## src/rtl/prio_req_ctrl.sv

```systemverilog
// prio_req_ctrl: event capture, masking and non-preemptive service handshake
// around an 8-line one-hot priority encoder (i out; h/idle back in).
//
// Ports:
//   clk, rst_n     clock; async active-low reset
//   ev[7:0]        event pulses, one per line
//   mask[7:0]      1 = line enabled for service
//   i[7:0]         request vector to the encoder (pend & mask)
//   h[7:0], idle   one-hot grant and "no request" flag from the encoder
//   req, id[2:0]   service request and index of the line in service
//   ack            handler done (sampled while req = 1)
//   busy           high while serving
//   ovf[7:0]       sticky: event hit an already-pending line
//   ovf_clr        clears ovf
//   err            sticky: grant protocol violation
module prio_req_ctrl (
  input  logic       clk,
  input  logic       rst_n,
  input  logic [7:0] ev,
  input  logic [7:0] mask,
  output logic [7:0] i,
  input  logic [7:0] h,
  input  logic       idle,
  output logic       req,
  output logic [2:0] id,
  input  logic       ack,
  output logic       busy,
  output logic [7:0] ovf,
  input  logic       ovf_clr,
  output logic       err
);

  typedef enum logic {
    IDLE,
    SERVE
  } state_t;

  state_t     state;
  state_t     state_n;
  logic [7:0] pend;
  logic [7:0] cur;
  logic [7:0] clr;
  logic [7:0] ovf_set;
  logic       onehot;
  logic       go;
  logic       viol;
  logic [2:0] hidx;

  assign i = pend & mask;

  always_comb begin
    onehot = (h != 8'h00) && ((h & (h - 8'd1)) == 8'h00);
  end

  always_comb begin
    hidx = 3'd0;
    for (int k = 0; k < 8; k++) begin
      if (h[k]) hidx = 3'(k);
    end
  end

  always_comb begin
    state_n = state;
    go      = 1'b0;
    viol    = 1'b0;
    unique case (state)
      IDLE: begin
        if (!idle && onehot) begin
          go      = 1'b1;
          state_n = SERVE;
        end else if (!idle || (h != 8'h00)) begin
          viol = 1'b1;
        end
      end
      SERVE: begin
        if (ack) state_n = IDLE;
      end
      default: state_n = IDLE;
    endcase
  end

  // A new event on the line being acked re-arms it without counting
  // as an overflow.
  always_comb begin
    clr     = (state == SERVE && ack) ? cur : 8'h00;
    ovf_set = ev & pend & ~clr;
  end

  always_ff @(posedge clk or negedge rst_n) begin
    if (!rst_n) begin
      state <= IDLE;
      pend  <= 8'h00;
      cur   <= 8'h00;
      id    <= 3'd0;
      ovf   <= 8'h00;
      req   <= 1'b0;
      busy  <= 1'b0;
      err   <= 1'b0;
    end else begin
      state <= state_n;
      pend  <= ev | (pend & ~clr);
      ovf   <= ovf_set | (ovf_clr ? 8'h00 : ovf);
      req   <= (state_n == SERVE);
      busy  <= (state_n == SERVE);
      err   <= err | viol;
      if (go) begin
        cur <= h;
        id  <= hidx;
      end
    end
  end

endmodule

```

## config.mk

```make
export PLATFORM = sky130hd
export DESIGN_NAME = prio_req_ctrl
export DESIGN_NICKNAME = d
export VERILOG_FILES = /design/src/rtl/prio_req_ctrl.sv
export SDC_FILE = /design/constraint.sdc
export NUM_CORES = 1
export LEC_CHECK = 0
export BUFFER_PORTS_ARGS = -buffer_cell sky130_fd_sc_hd__buf_4
export CAP_MARGIN = 20
export CORE_ASPECT_RATIO = 1.1
export CORE_MARGIN = 8
export CORE_UTILIZATION = 40
export CTS_CLUSTER_SIZE = 20
export DETAILED_ROUTE_END_ITERATION = 10
export PLACE_DENSITY = 0.77
export SYNTH_ARGS = -nofsm -noshare
export SYNTH_HDL_FRONTEND = slang
export SYNTH_SLANG_ARGS = --single-unit
export TNS_END_PERCENT = 30
```

## constraint.sdc

```tcl
create_clock -name clk -period 1.39 [get_ports clk]
set_clock_uncertainty 0.15 [all_clocks]
set_input_delay 0.2085 -clock clk [delete_from_list [all_inputs] [get_ports clk]]
set_output_delay 0.2085 -clock clk [all_outputs]
set_load 0.02 [all_outputs]
```

==> impl_metrics.yaml <==
die:
  die_w_um: 71.9
  die_h_um: 77.5
  die_area_um2: 5580
  coreArea_um2: 3300
  ioPinCount: 51
  rows: 22
  start_util_pct: 41.7
grt:
  grt_max_degree: 30
  antenna_found_initial: 0
  grt_pass1_wl_um: 6580
  grt_pass1_vias: 1387
  grt_use_total_pct: 14.9
  grt-ovfl-total: 0
final_layout:
  ff_latch_area_um2: 726
  final_common_cell: "buf_4"
  area_growth_pct: 60.0
  multi_input_area_um2: 633
  n_antenna_cell: 0
  nets: 243
  final_core_util_pct: 66.7
  fin_area_um2: 2200
  drive_gt1_share_pct: 46.3
  n_fill_cell: 253
  final_cell_mix: "65 x buf_4, 29 x dfrtp_1, 25 x nand2_1"
worst_setup_path:
  worstPathRequired_ns: 1.45
  worst-path-max-fanout: 6
  critPathKind: "in2reg"
  start_kind: "input port"
  regToRegSetupSlack_ns: -0.03
  crit_arrival_ns: 1.70
  critPathCaptureType: "flip-flop"
pwr:
  seqPwrFrac_pct: 48.6
  internal-power_mw: 1.44
  p_leak_nw: 1.06
  clockPowerShare_pct: 26.4
  pwr-share-comb_pct: 25.0
  irDropWorstVdd_uv: 404
  switchingPower_mw: 0.555
  p_sw_share_pct: 27.8
  power_density_nw_per_um2: 906
yosys:
  yosysSeqAreaShare_pct: 52.7
  syn_avg_cell_area_um2: 11.0
  yosys_warnings: 0
  syn_inst: 125
  ys_types: 30
  synth_top_cell_area_share_pct: 52.7
  syn_area_um2: 1380
  synth_top_area_cell: "dfrtp_1"
  synth_nets: 154
  synth_seq_cells: 29
  synth_area_leaders: "dfrtp_1 53%, mux2_4 8.7%, nand2_1 6.8%"
sta:
  slew_viol_final: 0
  min_period_over_period_pct: 118
  hold_viol: 0
  finalSetupTns_ns: -2.49
  worst_slew_pin_slew_ns: 0.419
  grt_setup_unrepaired: "true"
  period_needed_ns: 1.64
  slew-limit-headroom_pct: 71.9
  fmax_mhz: 611
  setup_viol: 12
  whs_ns: 0.0237
  setup_ws_ns: -0.247
status:
  violations: "setup timing"
  status: "finished with violations"
drt:
  drc: 0
  viasPerCell: 5.14
  drt_iter0_drc: 81
  drt-wirelength-per-cell_um: 16.0
  vias: 1284
  drtAntennaViolNets: 0
  dr.pass1.iters: 4
  routed_wl_um: 4010
place:
  place_ws_ns: -0.664
  placed_cell_area_um2: 1940
  place_hpwl_um: 2870
  port_buffers: 50
  routabilityCongestion: 0.912
clock_network:
  cts_buffers: 5
  cts_tree: "built"
  cts_root_buf: "clkbuf_4"
  clk-insertion-delay-late_ns: 0.33
  cts_max_level: 2
  cts_max_path_buffers: 2
  cts.reportedPaths.clkPinSlew_ns: 0.09
  clock_sinks: 29
run:
  timing.max_cap.violations: 0
min_path:
  worst_hold_path_type: "in2reg"
## power by group through the flow
stage,Clock [mW],Sequential (mW),Combinational [mW]
floorplan,0,1.02,0.157
global placement,0,0.977,0.427
detailed placement,0,0.981,0.441
CTS,0.533,0.966,0.491
global route,0.558,0.979,0.534
finish,0.527,0.969,0.499
## per-stage QoR
| stage | power [mW] | cells |
|---|---|---|
| after global placement | 1.40 | 228 |
| after CTS | 1.99 | 249 |
| after floorplan | 1.17 | 125 |
| after global routing | 2.07 | 250 |
| final | 2.00 | 250 |
| after detailed placement | 1.42 | 228 |
## final timing paths
check | start | end | depth (start not counted)
hold / removal | h[7] | cur[7]$_DFFE_PN0P_ | 2
max in group asynchronous | rst_n | ovf[5]$_DFF_PN0_ | 2
min in group asynchronous | rst_n | ovf[6]$_DFF_PN0_ | 2
setup reg to reg | state$_DFF_PN0_ | cur[5]$_DFFE_PN0P_ | 3
setup / recovery | h[5] | cur[5]$_DFFE_PN0P_ | 5
hold reg to reg | pend[0]$_DFF_PN0_ | pend[0]$_DFF_PN0_ | 2
## timing repair
item,in CTS,in global routing
resized for setup,13,4
gates cloned,1,0
hold endpoints to repair,48,0
pin swaps,4,2
setup buffers,1,1
hold buffers,12,0
endpoints found under the setup margin,16,17
## layout make-up
cell class              count  share of cell area [%]
multi-input cells          81                    28.8
flip-flops and latches     29                    33.0
well taps                  36                    2.05
repair buffers             85                    31.7
inverters                  12                    2.05
clock buffers               7                    2.50
## logic make-up (layout without fill, tap and decap cells)
group | after synthesis | after routing | share of synthesized area (%)
AND/OR/NAND/NOR | 43 | 44 | 15.5
flip-flops | 29 | 29 | 52.7
AO/OA/AOI/OAI | 24 | 24 | 13.6
buffers and inverters | 16 | 104 | 5.82
multiplexers | 10 | 10 | 10.4
XOR/XNOR | 2 | 2 | 1.27
adder cells (fa/ha/maj) | 1 | 1 | 0.727
## Yosys cell counts, drive strengths merged
cell type  instances
nand2             25
mux2              10
a31oi              1
a41oi              2
maj3               1
a31o               1
buf                2
inv               12
o2bb2ai            7
nand3              1
o21bai             3
a32o               1
o211ai             1
xnor2              1
nand2b             1
nor4               1
nor3               1
o21ai              2
and2               9
xor2               1
and4               1
dfrtp             29
a211o              3
clkbuf             2
or4                1
a21oi              2
nor2               3
a21o               1
## worst max-delay path, stage by stage
cell,delay [ns]
buf_6,0.10
or4_4,0.57
xnor2_4,0.18
and4_4,0.33
mux2_4,0.32
## layer usage
| metal | global-route usage [%] | vias up | routed length (um) |
|---|---|---|---|
| met5 | 0 | - | 0 |
| met4 | 8.79 | 0 | 75 |
| met3 | 4.63 | 10 | 345 |
| met2 | 24.9 | 67 | 1990 |
| met1 | 16.0 | 600 | 1600 |
| li1 | - | 607 | - |
## registers in the layout, indices dropped and copies added, names as in the netlist
signal / flops
cur: 8
ovf: 8
pend: 8
id: 3
err: 1
state: 1
(Power assumes the default switching activity.)
